===== src/rtl/sseg_pkg.sv =====
// Shared constants for the seven-segment scan driver.
// Glyphs are active-high {g,f,e,d,c,b,a}; pins are active-low.
package sseg_pkg;

    localparam logic [6:0] SEG_0 = 7'h3F;
    localparam logic [6:0] SEG_1 = 7'h06;
    localparam logic [6:0] SEG_2 = 7'h5B;
    localparam logic [6:0] SEG_3 = 7'h4F;
    localparam logic [6:0] SEG_4 = 7'h66;
    localparam logic [6:0] SEG_5 = 7'h6D;
    localparam logic [6:0] SEG_6 = 7'h7D;
    localparam logic [6:0] SEG_7 = 7'h07;
    localparam logic [6:0] SEG_8 = 7'h7F;
    localparam logic [6:0] SEG_9 = 7'h6F;
    localparam logic [6:0] SEG_A = 7'h77;
    localparam logic [6:0] SEG_B = 7'h7C;
    localparam logic [6:0] SEG_C = 7'h39;
    localparam logic [6:0] SEG_D = 7'h5E;
    localparam logic [6:0] SEG_E = 7'h79;
    localparam logic [6:0] SEG_F = 7'h71;

    localparam logic [7:0] SEG_OFF = 8'hFF;
    localparam int DP_BIT = 7;

endpackage


===== src/rtl/sseg_glyph_rom.sv =====
// Hex nibble to active-high seven-segment glyph, purely combinational.
// Bit order of seg_o is {g,f,e,d,c,b,a}.
module sseg_glyph_rom
    import sseg_pkg::*;
(
    input  logic [3:0] hex_i,
    output logic [6:0] seg_o
);

    always_comb begin
        seg_o = SEG_0;
        unique case (hex_i)
            4'h0: seg_o = SEG_0;
            4'h1: seg_o = SEG_1;
            4'h2: seg_o = SEG_2;
            4'h3: seg_o = SEG_3;
            4'h4: seg_o = SEG_4;
            4'h5: seg_o = SEG_5;
            4'h6: seg_o = SEG_6;
            4'h7: seg_o = SEG_7;
            4'h8: seg_o = SEG_8;
            4'h9: seg_o = SEG_9;
            4'hA: seg_o = SEG_A;
            4'hB: seg_o = SEG_B;
            4'hC: seg_o = SEG_C;
            4'hD: seg_o = SEG_D;
            4'hE: seg_o = SEG_E;
            4'hF: seg_o = SEG_F;
        endcase
    end

endmodule


===== src/rtl/sseg_scan_driver.sv =====
// Multiplexed seven-segment scan driver with shadow register and dead time.
// Define SSEG_LZ_BLANK_EN to blank leading zero digits.
module sseg_scan_driver
    import sseg_pkg::*;
#(
    parameter int NUM_DIGITS  = 4,
    parameter int REFRESH_DIV = 100000,
    localparam int IW = (NUM_DIGITS > 1) ? $clog2(NUM_DIGITS) : 1
) (
    input  logic                    clk,
    input  logic                    reset_n,
    input  logic                    enable,
    input  logic                    load,
    input  logic [4*NUM_DIGITS-1:0] hex_in,
    input  logic [NUM_DIGITS-1:0]   dp_in,
    input  logic [NUM_DIGITS-1:0]   blank_in,
    output logic [7:0]              cathode_out,
    output logic [NUM_DIGITS-1:0]   anode_out,
    output logic [IW-1:0]           digit_idx,
    output logic                    frame_done
);

    localparam int CW = $clog2(REFRESH_DIV);
    localparam logic [CW-1:0] CNT_LAST = CW'(REFRESH_DIV - 1);
    localparam logic [IW-1:0] IDX_LAST = IW'(NUM_DIGITS - 1);

    logic [CW-1:0]           cnt_q, cnt_d;
    logic [IW-1:0]           idx_q, idx_d, sel_idx;
    logic [4*NUM_DIGITS-1:0] sh_hex_q;
    logic [NUM_DIGITS-1:0]   sh_dp_q, sh_blank_q, blank_eff;
    logic [3:0]              cur_hex_q, cur_hex_d;
    logic                    cur_dp_q, cur_dp_d;
    logic                    cur_blank_q, cur_blank_d;
    logic [7:0]              cath_q, cath_d;
    logic [NUM_DIGITS-1:0]   an_q, an_d;
    logic                    frame_q, frame_d;
    logic                    wrap, adv, dark;
    logic [6:0]              glyph;

`ifdef SSEG_LZ_BLANK_EN
    logic [NUM_DIGITS-1:0] lz;
    logic                  seen;

    always_comb begin
        lz   = '0;
        seen = 1'b0;
        for (int k = NUM_DIGITS - 1; k > 0; k--) begin
            seen  = seen | (sh_hex_q[4*k +: 4] != 4'h0);
            lz[k] = ~seen;
        end
    end

    assign blank_eff = sh_blank_q | lz;
`else
    assign blank_eff = sh_blank_q;
`endif

    sseg_glyph_rom u_rom (
        .hex_i (cur_hex_q),
        .seg_o (glyph)
    );

    always_comb begin
        wrap  = (cnt_q == CNT_LAST);
        adv   = enable && wrap;
        cnt_d = cnt_q;
        idx_d = idx_q;
        if (enable) begin
            cnt_d = wrap ? '0 : cnt_q + 1'b1;
        end
        if (adv) begin
            idx_d = (idx_q == IDX_LAST) ? '0 : idx_q + 1'b1;
        end

        // Digit data is snapshotted once per slot so a load never tears it.
        sel_idx     = adv ? idx_d : idx_q;
        cur_hex_d   = cur_hex_q;
        cur_dp_d    = cur_dp_q;
        cur_blank_d = cur_blank_q;
        if (adv || !enable) begin
            for (int k = 0; k < NUM_DIGITS; k++) begin
                if (int'(sel_idx) == k) begin
                    cur_hex_d   = sh_hex_q[4*k +: 4];
                    cur_dp_d    = sh_dp_q[k];
                    cur_blank_d = blank_eff[k];
                end
            end
        end

        dark   = !enable || (cnt_q == '0) || cur_blank_q;
        an_d   = '1;
        cath_d = SEG_OFF;
        if (!dark) begin
            for (int k = 0; k < NUM_DIGITS; k++) begin
                an_d[k] = (int'(idx_q) != k);
            end
            cath_d = ~{cur_dp_q, glyph};
        end

        frame_d = adv && (idx_q == IDX_LAST);
    end

    always_ff @(posedge clk or negedge reset_n) begin
        if (!reset_n) begin
            cnt_q       <= '0;
            idx_q       <= '0;
            sh_hex_q    <= '0;
            sh_dp_q     <= '0;
            sh_blank_q  <= '1;
            cur_hex_q   <= '0;
            cur_dp_q    <= 1'b0;
            cur_blank_q <= 1'b1;
            cath_q      <= SEG_OFF;
            an_q        <= '1;
            frame_q     <= 1'b0;
        end else begin
            cnt_q       <= cnt_d;
            idx_q       <= idx_d;
            cur_hex_q   <= cur_hex_d;
            cur_dp_q    <= cur_dp_d;
            cur_blank_q <= cur_blank_d;
            cath_q      <= cath_d;
            an_q        <= an_d;
            frame_q     <= frame_d;
            if (load) begin
                sh_hex_q   <= hex_in;
                sh_dp_q    <= dp_in;
                sh_blank_q <= blank_in;
            end
        end
    end

    assign cathode_out = cath_q;
    assign anode_out   = an_q;
    assign digit_idx   = idx_q;
    assign frame_done  = frame_q;

endmodule


===== config.mk =====
export PLATFORM = sky130hd
export DESIGN_NAME = sseg_scan_driver
export DESIGN_NICKNAME = d
export VERILOG_FILES = /design/src/rtl/sseg_pkg.sv /design/src/rtl/sseg_glyph_rom.sv /design/src/rtl/sseg_scan_driver.sv
export SDC_FILE = /design/constraint.sdc
export NUM_CORES = 1
export LEC_CHECK = 0
export BUFFER_PORTS_ARGS = -buffer_cell sky130_fd_sc_hd__clkbuf_2
export CORE_UTILIZATION = 57
export CTS_CLUSTER_SIZE = 30
export DETAILED_ROUTE_END_ITERATION = 10
export GPL_TIMING_DRIVEN = 0
export PLACE_DENSITY = 0.79
export SETUP_SLACK_MARGIN = 0.05
export SYNTH_ARGS = -nofsm -noshare
export SYNTH_HDL_FRONTEND = slang
export SYNTH_SLANG_ARGS = --single-unit

===== constraint.sdc =====
create_clock -name clk -period 3.4 [get_ports clk]
set_input_delay 0.17 -clock clk [delete_from_list [all_inputs] [get_ports clk]]
set_output_delay 0.17 -clock clk [all_outputs]
set_load 0.03 [all_outputs]

======== Word level (Yosys, flattened, before mapping) ========
Memories as Yosys holds them, arrays and structs flattened.
Cells that the tools add are included.
storage, ports and cells
  bits in registers ....................... 62
  ROM bits ................................ 112
  bits of input ports ..................... 28
  output and inout bits ................... 15
  logic and storage cells ................. 52
  memories kept ........................... 1
operators by class
  add/sub/neg operators ................... 2
  equality and inequality tests ........... 8
  multiplexer cells ....................... 18
  bitwise gates (word level) .............. 1
  reductions and logical operators ........ 11
memory list
  memory           depth  bits a word  rd ports  clocked after memory_dff  wr ports  RTL line              RTL
  (no name shown)  16     7            1         0                         0         sseg_glyph_rom.sv:12  unique case (hex_i)
operators with widths
  cell                                            count
  2-to-1 mux 4 bit                                5
  adder 17 x 1 -> 17 bit (second input constant)  1
  == test 17 bit (second input constant)          1
  logical NOT 17 bit                              1
  2-to-1 mux 17 bit                               1
  2-to-1 mux 1 bit                                8
  2-to-1 mux 8 bit                                1
  inverter 8 bit                                  1
  == test 2 bit (second input constant)           3
  2-to-1 mux 2 bit                                3
  != test 2 bit (second input constant)           2
  nonzero test 4 bit                              1
  logical OR 1 bit                                3
  adder 2 x 1 -> 2 bit (second input constant)    1
  == test 2 x 1 -> 1 bit (second input constant)  1
  logical AND 1 bit                               2
  logical NOT 2 bit                               1
  != test 2 x 1 -> 1 bit (second input constant)  1
  AND reduction 2 bit                             1
  nonzero test 2 bit                              1
  logical NOT 1 bit                               1

======== Logic depth before layout (Yosys ltp) ========
  word-level depth ........................ 9
  gate-level depth with buffers ........... 8
  mapped depth without buffers ............ 7

======== Cells and area by module ========
Synthesis repeated with hierarchy kept, for this count alone.
unflattened totals
  cell total of the unflattened synthesis .. 253
  area, all modules ....................... 3030.4 um2
modules (own cells, without submodules)
  module            instances  cells each  area an instance (um2)  seq. area each (um2)
  sseg_scan_driver  1          220         2742.6                  1572.8
  sseg_glyph_rom    1          33          287.8                   0.0

======== Worst setup path before layout ========
No wires, ideal clock.
  path type ............................... flip-flop to flip-flop
  start ................................... register cnt_q[12]
  end ..................................... register cur_dp_q
  setup time .............................. 0.130 ns
  arrival time ............................ 2.229 ns
  required time ........................... 3.270 ns
  setup slack ............................. 1.041 ns
  stages on the path, launching flop included .. 7
  path buffers ............................ 0
  clock period less this slack ............ 2.359 ns
  cells stage by stage .................... dfrtp_1 -> or4_1 -> or4_4 -> nor2_8 -> mux2_4 -> o221ai_1 -> a31oi_1
on the way
  cells in the longest elaborated chain, start to end .. 8
  elaborated cells on any way between the ends .. 14
  those cells by class .................... eq/ne (4); mux (5); reduce/logical (5)
RTL lines
  element                         RTL line                 RTL
  from (decl)                     sseg_scan_driver.sv:27   logic [CW-1:0] cnt_q, cnt_d;
  from (signal assigned)          sseg_scan_driver.sv:117  cnt_q <= cnt_d;
  == test 17 bit (*)              sseg_scan_driver.sv:64   wrap = (cnt_q == CNT_LAST);
  logical AND 1 bit (*)           sseg_scan_driver.sv:65   adv = enable && wrap;
  2-to-1 mux 2 bit                sseg_scan_driver.sv:71   if (adv) begin
  2-to-1 mux 2 bit                sseg_scan_driver.sv:76   sel_idx = adv ? idx_d : idx_q;
  == test 2 bit                   sseg_scan_driver.sv:82   if (int'(sel_idx) == k) begin
  2-to-1 mux 1 bit (3 in series)  sseg_scan_driver.sv:82
  to (signal assigned)            sseg_scan_driver.sv:120  cur_dp_q <= cur_dp_d;
  to (decl)                       sseg_scan_driver.sv:32   logic cur_dp_q, cur_dp_d;
Every way passes the cells marked *; elsewhere a longest branch is shown, timed or not.
A chain may end at the register's enable or synchronous reset.

======== Worst setup path in the final report ========
  start ................................... register cnt_q[12]
  end ..................................... register cur_hex_q[2]
on the way
  cells in the longest elaborated chain, start to end .. 8
  elaborated cells on any way between the ends .. 14
  those cells by class .................... eq/ne (4); mux (5); reduce/logical (5)
RTL lines
  element                         RTL line                 RTL
  == test 17 bit (*)              sseg_scan_driver.sv:64
  logical AND 1 bit (*)           sseg_scan_driver.sv:65
  2-to-1 mux 2 bit                sseg_scan_driver.sv:71
  2-to-1 mux 2 bit                sseg_scan_driver.sv:76
  == test 2 bit                   sseg_scan_driver.sv:82
  2-to-1 mux 4 bit (3 in series)  sseg_scan_driver.sv:82
  to (signal assigned)            sseg_scan_driver.sv:119  cur_hex_q <= cur_hex_d;
  to (decl)                       sseg_scan_driver.sv:31   logic [3:0] cur_hex_q, cur_hex_d;
Marks and branches as above.

==> flow_metrics.env <==
export IMPL_synthArstFlopShare=1.00
export IMPL_ant_nets=0
export IMPL_powerDensity_nw_per_um2=518
export IMPL_antenna_cells=0
export IMPL_status="complete, no violations"
export IMPL_maxSlewViolCount=0
export IMPL_initial_core_util=0.596
export IMPL_ys_ff_latch=62
export IMPL_grt_pass1_vias=2234
export IMPL_yosysWarnings=0
export IMPL_worst_pin_slew_ns=0.786
export IMPL_clockBufferDepth=2
export IMPL_synth_edf_count=0
export IMPL_io_pins=43
export IMPL_synth_area_sq_um=3080
export IMPL_syn2layout_area_growth_pct=17.0
export IMPL_fin_nets=382
export IMPL_route_vias_total=2337
export IMPL_core_region_area_sq_um=5170
export IMPL_drive_gt1_frac=0.307
export IMPL_startpoint_type="flop"
export IMPL_fin_crit_sh=0.755
export IMPL_cp_cell_sequence="or4_1 > or4_4 > nor2_8 > buf_4 > nor3_1 > a211oi_1 > a21oi_1"
export IMPL_critical_path_arrival_ns=2.79
export IMPL_drt_iter0_drc=147
export IMPL_clock_latency_ns=0.34
export IMPL_cts_sink_count=62
export IMPL_path_class="reg -> reg"
export IMPL_critPathCaptureType="flop"
export IMPL_grt_overflow_total=0
export IMPL_crit_fanout=10
export IMPL_first_pass_iters=4
export IMPL_port_buffers=41
export IMPL_post_place_ws_ns=0.862
export IMPL_fp_dieH_microns=75.6
export IMPL_core_rowCount=26
export IMPL_cts_root_buf="clkbuf_8"
export IMPL_p_leak_uw=0.00161
export IMPL_cts_buffers=9
export IMPL_critical_path_buf_inv_count=1
export IMPL_wl_per_cell_microns=14.6
export IMPL_place_inst=401
export IMPL_dp_hpwl_mm=4.39
export IMPL_synthCells=290
export IMPL_synth_area_per_cell_sq_um=10.6
export IMPL_ys_seq_area_frac=0.510
export IMPL_hp_class="in -> reg"
export IMPL_synth_top_cell_area_share=0.365
export IMPL_cpPeakStageDelay_ns=0.62
export IMPL_die_w_microns=75.6
export IMPL_clkTransAtPathRegs_ns=0.07
export IMPL_crit_required_ns=3.62
export IMPL_crit_slowest_cell="or4_4"
export IMPL_crit_family="simple AND/OR/NAND/NOR gates"
export IMPL_remaining_drc_errors=0
export IMPL_hold_ws_ns=0.0580
export IMPL_relSlewSlack=0.476
export IMPL_fp_dieArea_sq_um=5710
export IMPL_grt_antenna_before_repair=0
export IMPL_fin_setup_tns_ns=0
export IMPL_synth_main_ff_cell="dfrtp_1"
export IMPL_synth_area_leaders="dfrtp_1, dfstp_2, mux2_2, ha_1, nor2_1"
export IMPL_grt_first_pass_wirelength_mm=10.2
export IMPL_setup_slack_ns=0.832
export IMPL_grt_total_usage=0.247
export IMPL_fin_skew_ns=0.00995
export IMPL_drv_cap=0
export IMPL_wl_mm=6.12
export IMPL_fin_crit_ns=2.57
export IMPL_grt_setup_unrepaired="false"
export IMPL_cts_tree="done"
export IMPL_final_hold_viol_count=0
export IMPL_synth_cell_types=42
export IMPL_peakVddDrop_v=0.000396
export IMPL_place_gp_congestion=0.915
export IMPL_synth_largest_area_cell="dfrtp_1"
export IMPL_syn_num_nets=329
export IMPL_max_freq_ghz=0.389
export IMPL_finalSetupViolCount=0
export IMPL_grt_max_degree=63
export IMPL_avgViaCountPerCell=5.59
export IMPL_h_tree_depth=3
export IMPL_cts_resized=0
export IMPL_final_cells=418
## stage by stage
step,power (uW),util,cell area [sq um]
5_1_grt,1970,0.698,3610
3_3_place_gp,1180,0.653,3380
2_1_floorplan,1100,-,3080
3_5_place_dp,1190,0.653,3380
6_report,1870,0.698,3610
4_1_cts,1890,0.698,3610
## cell families (layout without fill, tap and decap cells)
group / Yosys count / count (layout) / share of synthesized area
AND/OR/NAND/NOR: 91 / 91 / 0.144
flip-flops: 62 / 62 / 0.510
AO/OA/AOI/OAI: 57 / 57 / 0.119
multiplexers: 28 / 28 / 0.103
buffers and inverters: 25 / 83 / 0.0325
XOR/XNOR: 14 / 14 / 0.0398
adder cells (fa/ha/maj): 13 / 13 / 0.0511
## Yosys cell counts (3+ instances only)
library cell and count:
nand4_1 7, a211oi_1 8, or3_1 4, dfstp_2 17
inv_1 11, xnor2_1 6, mux2_2 26, a21oi_1 14
ha_1 11, o22ai_1 8, nor2b_1 4, nand2_1 24
clkbuf_1 11, o211ai_1 3, o311ai_0 4, nand3_1 3
dfrtp_1 45, o21ai_0 8, nor3_1 7, xor2_1 8
nor2_1 30
## final timing paths
kind / from / cells past startpoint / endpoint / slack [ns]
worst max-delay path: cnt_q[12] / 7 / cur_hex_q[2] / 0.83
worst min-delay path: hex_in[9] / 2 / sh_hex_q[9] / 0.06
worst max register to register: cnt_q[12] / 7 / cur_hex_q[2] / 0.83
worst min register to register: cur_dp_q / 1 / cathode_out[7] / 0.43
max in group asynchronous: reset_n / 2 / cur_dp_q / 2.41
min in group asynchronous: reset_n / 2 / cnt_q[8] / 0.48
## layout by cell type (no fill, tap or decap), types with 6 or more instances in the layout
cell type	n
xor2_1	8
dfstp_2	17
mux2_2	26
clkbuf_8	13
xnor2_1	6
nand2_1	24
a211oi_1	8
dfrtp_1	45
o22ai_1	8
nor3_1	7
o21ai_0	8
nor2_1	30
inv_1	11
a21oi_1	14
ha_1	11
clkbuf_2	40
clkbuf_1	11
nand4_1	7
## state kept, by name, summed over array words and instances (netlist names), named ones only
register     flops
cnt_q           17
sh_hex_q        16
cathode_out      8
anode_out        4
blank_eff        4
cur_hex_q        4
sh_dp_q          4
cur_blank_q      1
cur_dp_q         1
frame_done       1
## area by class of cell
class | instances | area (sq um)
fill | 391 | 1560
tap | 70 | 87.6
clock inverter | 3 | 40.0
sequential | 62 | 1570
clock buffer | 13 | 179
multi-input combinational | 203 | 1410
timing repair buffer | 42 | 218
inverter | 11 | 41.3
buffer | 14 | 58.8
## per-layer routing
layer,up-vias,share of wire,GRT usage
li1,1138,-,-
met1,1117,0.44,0.309
met2,71,0.50,0.405
met3,11,0.049,0.0635
met4,0,0.019,0.113
met5,-,0,0
## timing repair
| item | in CTS | in global routing |
|---|---|---|
| hold buffers | 1 | 0 |
| setup buffers | 0 | 0 |
| endpoints found under the hold margin | 45 | 0 |
## where the power goes
group	internal, uW	switching (uW)	total, uW
registers	830	73.8	904
clock network	416	272	688
logic	121	155	276
total	1370	501	1870
(Power assumes the default switching activity.)
